[src/rtl/nabp_pkg.sv]
// Shared definitions for the NABP processing-bank sequencer: FSM encoding and a width helper.
package nabp_pkg;

  typedef enum logic [2:0] {
    StIdle,
    StReq,
    StScan,
    StDrain,
    StRotate,
    StDone
  } state_e;

  // Bits needed to index n items; never returns 0 so one-item indices still have a width.
  function automatic int unsigned clog2(input int unsigned n);
    int unsigned r;
    r = 0;
    for (int unsigned v = n - 1; v > 0; v = v >> 1) r++;
    return (r == 0) ? 1 : r;
  endfunction

endpackage

[src/rtl/nabp_tap_chain.sv]
// Shift register feeding the PE tap lanes: new sample enters lane 0, last lane falls off.
module nabp_tap_chain #(
  parameter int unsigned pNoOfPartitions = 4,
  parameter int unsigned pDataLength     = 16
) (
  input  logic                                   clk,
  input  logic                                   reset,
  input  logic                                   clear,
  input  logic                                   shift,
  input  logic [pDataLength-1:0]                 din,
  output logic [pNoOfPartitions*pDataLength-1:0] taps
);

  localparam int unsigned TapW = pNoOfPartitions * pDataLength;

  always_ff @(posedge clk) begin
    if (reset || clear) begin
      taps <= '0;
    end else if (shift) begin
      taps <= {taps[TapW-pDataLength-1:0], din};
    end
  end

endmodule

[src/rtl/nabp_processing_bank_sequencer.sv]
// Walks each projection angle through a filtered-RAM bank, streaming lines into the PE tap chain.
module nabp_processing_bank_sequencer
  import nabp_pkg::*;
#(
  parameter int unsigned pNoOfBanks      = 2,
  parameter int unsigned pNoOfPartitions = 4,
  parameter int unsigned pPartitionSize  = 16,
  parameter int unsigned pDataLength     = 16,
  parameter int unsigned pAngleLength    = 12,
  parameter int unsigned pSLength        = 10,
  parameter int unsigned pBidirectional  = 0
) (
  input  logic                                   clk,
  input  logic                                   reset,
  input  logic [pAngleLength-1:0]                fr_angle,
  input  logic                                   fr_has_next_angle,
  output logic                                   fr_next_angle,
  input  logic                                   fr_next_angle_ack,
  input  logic [pNoOfBanks*pDataLength-1:0]      fr_val,
  output logic [pSLength-1:0]                    fr_s_val,
  output logic [clog2(pNoOfBanks)-1:0]           fr_bank,
  output logic                                   pe_reset,
  output logic                                   pe_en,
  output logic                                   pe_scan_direction,
  output logic [pNoOfPartitions*pDataLength-1:0] pe_taps,
  output logic                                   done,
  output logic [pAngleLength-1:0]                db_angle,
  output logic [clog2(pPartitionSize)-1:0]       db_line_itr
);

  localparam int unsigned BankW = clog2(pNoOfBanks);
  localparam int unsigned LineW = clog2(pPartitionSize);
  localparam logic [LineW-1:0] LastLine = LineW'(pPartitionSize - 1);
  localparam logic [BankW-1:0] LastBank = BankW'(pNoOfBanks - 1);

  state_e                 state_q;
  logic [LineW-1:0]       first_line, end_line, next_line;
  logic [pDataLength-1:0] bank_data;
  logic                   ack_accept;

  always_comb begin
    first_line = pe_scan_direction ? LastLine : '0;
    end_line   = pe_scan_direction ? '0 : LastLine;
    next_line  = pe_scan_direction ? db_line_itr - 1'b1 : db_line_itr + 1'b1;
  end

  always_comb begin
    bank_data = '0;
    for (int b = 0; b < int'(pNoOfBanks); b++) begin
      if (fr_bank == BankW'(b)) bank_data = fr_val[b*pDataLength +: pDataLength];
    end
  end

  // An ack only counts once the request has been visible on fr_next_angle.
  assign ack_accept = (state_q == StReq) && fr_next_angle && fr_next_angle_ack;

  always_ff @(posedge clk) begin
    if (reset) begin
      state_q           <= StIdle;
      fr_next_angle     <= 1'b0;
      fr_s_val          <= '0;
      fr_bank           <= '0;
      pe_reset          <= 1'b0;
      pe_en             <= 1'b0;
      pe_scan_direction <= 1'b0;
      done              <= 1'b0;
      db_angle          <= '0;
      db_line_itr       <= '0;
    end else begin
      pe_reset <= 1'b0;
      unique case (state_q)
        StIdle: state_q <= StReq;
        StReq: begin
          if (!fr_next_angle) begin
            if (fr_has_next_angle) begin
              fr_next_angle <= 1'b1;
            end else begin
              state_q           <= StDone;
              done              <= 1'b1;
              fr_bank           <= '0;
              fr_s_val          <= '0;
              pe_scan_direction <= 1'b0;
              db_line_itr       <= '0;
            end
          end else if (ack_accept) begin
            fr_next_angle <= 1'b0;
            db_angle      <= fr_angle;
            pe_reset      <= 1'b1;
            db_line_itr   <= first_line;
            fr_s_val      <= pSLength'(first_line);
            state_q       <= StScan;
          end
        end
        StScan: begin
          // Read data lags the address by one cycle, so pe_en trails the scan by one.
          pe_en <= 1'b1;
          if (db_line_itr == end_line) begin
            state_q <= StDrain;
          end else begin
            db_line_itr <= next_line;
            fr_s_val    <= pSLength'(next_line);
          end
        end
        StDrain: begin
          pe_en   <= 1'b0;
          state_q <= StRotate;
        end
        StRotate: begin
          fr_bank <= (fr_bank == LastBank) ? '0 : fr_bank + 1'b1;
          if (pBidirectional != 0) pe_scan_direction <= ~pe_scan_direction;
          state_q <= StReq;
        end
        StDone: done <= 1'b1;
        default: state_q <= StIdle;
      endcase
    end
  end

  nabp_tap_chain #(
    .pNoOfPartitions(pNoOfPartitions),
    .pDataLength    (pDataLength)
  ) u_tap_chain (
    .clk  (clk),
    .reset(reset),
    .clear(ack_accept),
    .shift(pe_en),
    .din  (bank_data),
    .taps (pe_taps)
  );

endmodule

[config.mk]
export PLATFORM = sky130hd
export DESIGN_NAME = nabp_processing_bank_sequencer
export DESIGN_NICKNAME = d
export VERILOG_FILES = /design/src/rtl/nabp_pkg.sv /design/src/rtl/nabp_tap_chain.sv /design/src/rtl/nabp_processing_bank_sequencer.sv
export SDC_FILE = /design/constraint.sdc
export NUM_CORES = 1
export LEC_CHECK = 0
export ABC_AREA = 0
export CAP_MARGIN = 20
export CELL_PAD_IN_SITES_DETAIL_PLACEMENT = 1
export CELL_PAD_IN_SITES_GLOBAL_PLACEMENT = 1
export CORE_AREA = 3 3 106 108
export DETAILED_ROUTE_END_ITERATION = 8
export DIE_AREA = 0 0 109 111
export PLACE_DENSITY = 0.81
export SYNTH_ARGS = -nofsm -noshare
export SYNTH_HDL_FRONTEND = slang
export SYNTH_SLANG_ARGS = --single-unit
[constraint.sdc]
create_clock -name clk -period 3.95 [get_ports clk]
set_input_delay 0.5925 -clock clk [delete_from_list [all_inputs] [get_ports clk]]
set_output_delay 0.5925 -clock clk [all_outputs]
set_load 0.03 [all_outputs]
# Word-level counts from Yosys, hierarchy flattened
# Index checks and enable logic that the tools add are counted.
op_classes:
  add_sub_neg: 2
  eq_ne: 12
  muxes: 28
  n_bitwise: 3
  n_reduce_logical: 15
ops:
  columns: ["operator", "count"]
  rows:
  - ["10-bit 2-to-1 mux", 4]
  - ["10-bit one-hot mux with 2 select lines", 1]
  - ["16-bit 2-to-1 mux", 1]
  - ["4-bit 2-to-1 mux", 4]
  - ["3-bit one-hot mux with 5 select lines", 1]
  - ["3-bit 2-to-1 mux", 4]
  - ["1-bit 2-to-1 mux", 9]
  - ["3-bit AND reduction", 3]
  - ["2-bit inequality test (second input constant)", 4]
  - ["4-bit one-hot mux with 2 select lines", 1]
  - ["4-bit AND reduction", 2]
  - ["2-bit nonzero test", 4]
  - ["3-bit by 2-bit equality test with 1-bit output (second input constant)", 2]
  - ["3-bit equality test (second input constant)", 2]
  - ["1-bit one-hot mux with 2 select lines", 3]
  - ["4-bit by 1-bit adder with 4-bit output (second input constant)", 1]
  - ["4-bit equality test (second input constant)", 1]
  - ["3-bit by 1-bit equality test with 1-bit output (second input constant)", 1]
  - ["3-bit logical NOT", 1]
  - ["3-bit by 2-bit inequality test with 1-bit output (second input constant)", 1]
  - ["3-bit inequality test (second input constant)", 1]
  - ["1-bit inverter", 3]
  - ["3-bit OR reduction", 1]
  - ["1-bit logical AND", 2]
  - ["3 further kinds", 3]
totals:
  ff_bits: 98
  in_bits: 48
  output_inout_bits: 96
  word_cells: 70

# Depth between registers and ports, before layout
depth:
  word_depth: 6
  ltp_mapped: 6
  mapped_depth_nobuf: 4

# By module
# Synthesis repeated with hierarchy kept, for this count alone.
unflattened:
  hier_cells: 362
  hier_area_um2: 3711.1
by_module_without_submodules:
  columns: ["mod", "n_inst", "cells_each", "area_per_inst_um2", "seq_area_each_um2"]
  rows:
  - ["nabp_tap_chain", 1, 207, 2348.5, 1281.2]
  - ["nabp_processing_bank_sequencer", 1, 155, 1362.6, 480.5]

# Worst setup path before layout
# OpenSTA, ideal clock, no wires.
synth_path:
  kind: "register to register"
  startpoint: "reg fr_next_angle"
  endpoint: "reg u_tap_chain.taps[5]"
  setup_time_ns: 0.140
  t_arrival_ns: 1.430
  t_required_ns: 3.810
  slack_ns: 2.380
  path_stages_with_launch: 7
  n_path_buf: 3
  path_cell_list: "dfxtp_1 > and2_0 > clkbuf_1 > a21o_1 > buf_2 > buf_2 > a211oi_1"
synth_between:
  elab_chain_cells: 3
synth_rtl:
  columns: ["element", "line_no", "source"]
  rows:
  - ["start, declared", "nabp_processing_bank_sequencer.sv:17", "output logic fr_next_angle,"]
  - ["start signal, assigned", "nabp_processing_bank_sequencer.sv:60", "fr_next_angle <= 1'b0;"]
  - ["start signal, assigned", "nabp_processing_bank_sequencer.sv:76", "fr_next_angle <= 1'b1;"]
  - ["start signal, assigned", "nabp_processing_bank_sequencer.sv:86", "fr_next_angle <= 1'b0;"]
  - ["1-bit logical AND (2 in a row)", "nabp_processing_bank_sequencer.sv:55", "assign ack_accept = (state_q == StReq) && fr_next_angle && fr_next_angle_ack;"]
  - ["1-bit logical OR", "nabp_tap_chain.sv:17", "if (reset || clear) begin"]
  - ["end signal, assigned", "nabp_tap_chain.sv:20", "taps <= {taps[TapW-pDataLength-1:0], din};"]
  - ["end, declared", "nabp_tap_chain.sv:11", "output logic [pNoOfPartitions*pDataLength-1:0] taps"]
# No other way between the ends.
# A chain may end at the register's enable or synchronous reset.

# Worst setup path in the final report
layout_path:
  startpoint: "reg state_q[0]"
  endpoint: "reg u_tap_chain.taps[14]"
layout_between:
  elab_chain_cells: 4
layout_rtl:
  columns: ["element", "line_no", "source"]
  rows:
  - ["start, declared", "nabp_processing_bank_sequencer.sv:36", "state_e state_q;"]
  - ["start signal, assigned", "nabp_processing_bank_sequencer.sv:59", "state_q <= StIdle;"]
  - ["start signal, assigned", "nabp_processing_bank_sequencer.sv:72", "StIdle: state_q <= StReq;"]
  - ["start signal, assigned", "nabp_processing_bank_sequencer.sv:78", "state_q <= StDone;"]
  - ["3-bit by 1-bit equality test with 1-bit output", "nabp_processing_bank_sequencer.sv:55", null]
  - ["1-bit logical AND (2 in a row)", "nabp_processing_bank_sequencer.sv:55", null]
  - ["1-bit logical OR", "nabp_tap_chain.sv:17", null]
# No other way between the ends.

==> out/metrics.csv <==
stage,metric,value,unit
logic_synthesis,synthesis.area_per_instance,9.74,sq um
logic_synthesis,postSynthRegisterBits,88,
sta,worst_slew_margin_rel,26.4,%
sta,max_freq,0.413,GHz
cts,root_buffer,clkbuf_8,
logic_synthesis,most_numerous_cell_in_the_yosys_netlist,dfxtp_1,
routing,drt.antenna.violating_nets,0,
routing,via_count,3014,
placed_design,dpl.cell_count,604,
routing,drt-wirelength-per-cell,16.1,um
grt,pin_count_of_the_biggest_net_entering_global_routing,82,
cts,cts.htree.levels,3,
status,outcome,finished clean,
finish,final_nets,529,
worst_setup_path,path_class,reg2reg,
logic_synthesis,yosys.area_share.adder,0.354,%
logic_synthesis,synth_compound_gate_area_share,10.9,%
logic_synthesis,synthDominantAreaCellType,dfxtp_1,
cts,tritoncts,done,
worst_setup_path,critPathTopFamily,simple AND/OR/NAND/NOR gates,
sta,slew_violations,0,
placed_design,dpl.hpwl,7.09,mm
sta,worst_clock_skew,8.43,ps
pwr,power_per_cell_area,353,mW/mm^2
routing,drtPass1Iterations,4,
logic_synthesis,synth_top_cell_area_share,49.8,%
routing,drtIter0Drc,76,
grt,grt_use_total,16.8,%
grt,grt_pass1_vias,3102,
logic_synthesis,synth_async_sr_flop_share,0,%
logic_synthesis,yosys_warnings,0,
finish,nFillCells,1170,
worst_setup_path,biggest_fanout_along_the_worst_timing_path,34,
cts,cts_buffer_depth,2,
cts,cts.reportedPaths.clkPinSlew,90,ps
floorplan,floorplan.die_area,0.0121,sq mm
finish,finalNonFillerCells,621,
sta,setup_viol_count_final,0,
logic_synthesis,postSynthCellCount,363,
logic_synthesis,netlist-cell-type-count,38,
grt,grt_remaining_overflow,0,
worst_setup_path,worstPathCellList,nor3b_2 -> a21o_2 -> buf_16 -> a211oi_1,
grt,grt_antenna_before_repair,0,
pwr,leakage_power_figure,1.70,nW
logic_synthesis,synth_edf_count,0,
worst_setup_path,critical_path.startpoint_type,flip-flop,
logic_synthesis,synthSimpleGateAreaFrac,13.5,%
cts,clk-insertion-delay-late,340,ps
sta,finalHoldViolCount,0,
logic_synthesis,synth_top_cells_by_count,"dfxtp_1 (88), nor2_1 (68), mux2i_1 (66)",
cts,cts.sinks,88,
routing,drt-total-wl,10.0,mm
worst_setup_path,critical_path.max_stage_delay,760,ps
floorplan,die_height,111,um
logic_synthesis,yosysSeqAreaShare,49.8,%
cts,cts_buffers,9,
floorplan,die_width,109,um
logic_synthesis,synth.area.mux_share,18.7,%
cts,quantity_of_gates_resized_following_cts,0,
grt,grt_first_pass_wirelength,16.3,mm
logic_synthesis,dominantRegCellSynth,dfxtp_1,
routing,vias_per_cell,4.85,
cts,hold_buffer_count_at_cts,0,
logic_synthesis,synth_top_family_by_area,multiplexers,
finish,antenna-diode-count,0,
worst_setup_path,critPathRequiredTime,4120,ps
logic_synthesis,top_cells_by_area_synth,"dfxtp_1 (50%), mux2i_1 (19%), nor2_1 (7.2%)",
floorplan,rows,37,
finish,post_route_cells_drive_above_1_share,5.98,%
min_path,min_path_type,reg2reg,
placed_design,place.port_buffers,136,
pwr,max-vdd-ir-drop,0.000276,V
floorplan,start_util,34.3,%
sta,final_min_period_over_clock_period,61.3,%
finish,synthToLayoutAreaGrowth,46.2,%
logic_synthesis,syn_area,0.00354,sq mm
cts,postCtsSetupBuffers,0,
routing,detail_route.drc_violations,0,
flow_run,max_cap_viol_count,0,
floorplan,core_area,0.0103,sq mm
worst_setup_path,signal_arrival_time_at_the_worst_endpoint,2590,ps
sta,setup-tns-final,0,ps
logic_synthesis,fraction_of_synthesized_cell_area_in_xor_and_xnor_cells,0,%
sta,worst-slew-pin-transition,1100,ps
worst_setup_path,cp.buffers_inverters,1,
placed_design,finalWeightedCongestion,0.734,
sta,final_period_minus_worst_setup_slack,2420,ps
worst_setup_path,worstSetupEndpointType,flip-flop,
worst_setup_path,crit_path_top_delay_cell,nor3b_2,
floorplan,pin_count,144,
sta,rsz0062_at_grt,false,
[metrics by stage]
step	total power (W)	utilization, %	setup WS [ps]	hold WS, ps	instance area, sq um
5_1_grt	0.00191	50.1	1260	470	5170
3_3_place_gp	0.00109	47.5	1460	438	4900
2_1_floorplan	0.00102	-	2380	531	3560
6_report	0.00183	50.1	1530	448	5170
4_1_cts	0.00185	49.8	1350	450	5140
3_5_place_dp	0.00110	47.5	1370	437	4900
[layer usage]
layer	track usage, %	vias to the layer above	wire length [um]
li1	-	1468	-
met1	21.8	1442	4530
met4	3.96	0	118
met5	0	-	0
met2	27.6	95	4790
met3	4.31	9	567
[flip-flops by register name, indices dropped and copies added, names as in the netlist]
name	cells
fr_next_angle	1
pe_reset	1
fr_bank	1
u_tap_chain.taps	64
done	1
pe_en	1
db_angle	12
fr_s_val	4
state_q	3
[final timing paths]
path | from | end | slack (ps) | cells after the start
worst max register to register | state_q[0] | u_tap_chain.taps[14] | 1530 | 4
worst min register to register | done | done | 450 | 2
worst min-delay path | done | done | 450 | 2
worst max-delay path | state_q[0] | u_tap_chain.taps[14] | 1530 | 4
[report_power, final]
part / total, W / internal [W] / switching [W]
registers: 0.000905 / 0.000895 / 0.0000104
clock network: 0.000750 / 0.000426 / 0.000324
logic: 0.000173 / 0.0000843 / 0.0000892
[cell usage in the layout, fill, tap and decap left out, drive strengths merged]
master           n
clkdlybuf4s50  136
dfxtp           88
nor2            68
mux2i           66
a211oi          18
a21oi           18
o21ai           16
nand3           13
clkbuf          10
conb             7
inv              6
buf              5
nor3             4
nand2            3
nor2b            3
bufinv           3
nand2b           2
nor3b            2
or3b             2
o32ai            2
and2             1
a21o             1
and2b            1
or2              1
and3             1
o21a             1
nand3b           1
or4              1
or4b             1
a41oi            1
a311oi           1
a2111oi          1
ha               1
[worst min-delay path, cell delays in order, from the launching register on]
cell	delay, ps
dfxtp_1	310
inv_1	50
a21oi_1	50
[cell type report]
cell class / count / area (sq um) / area share, %
sequential: 88 / 1770 / 34.1
clock buffer: 10 / 128 / 2.47
tap: 136 / 170 / 3.29
multi-input combinational: 237 / 1570 / 30.3
clock inverter: 6 / 114 / 2.20
timing repair buffer: 141 / 1420 / 27.4
inverter: 3 / 11.3 / 0.218
[cells by family after synthesis]
kind of cell,count (synthesis)
adder cells (fa/ha/maj),1
AND/OR/NAND/NOR,104
other,1
buffers and inverters,44
multiplexers,66
flip-flops,88
AO/OA/AOI/OAI,59
Power figures use the tool's default switching activity.
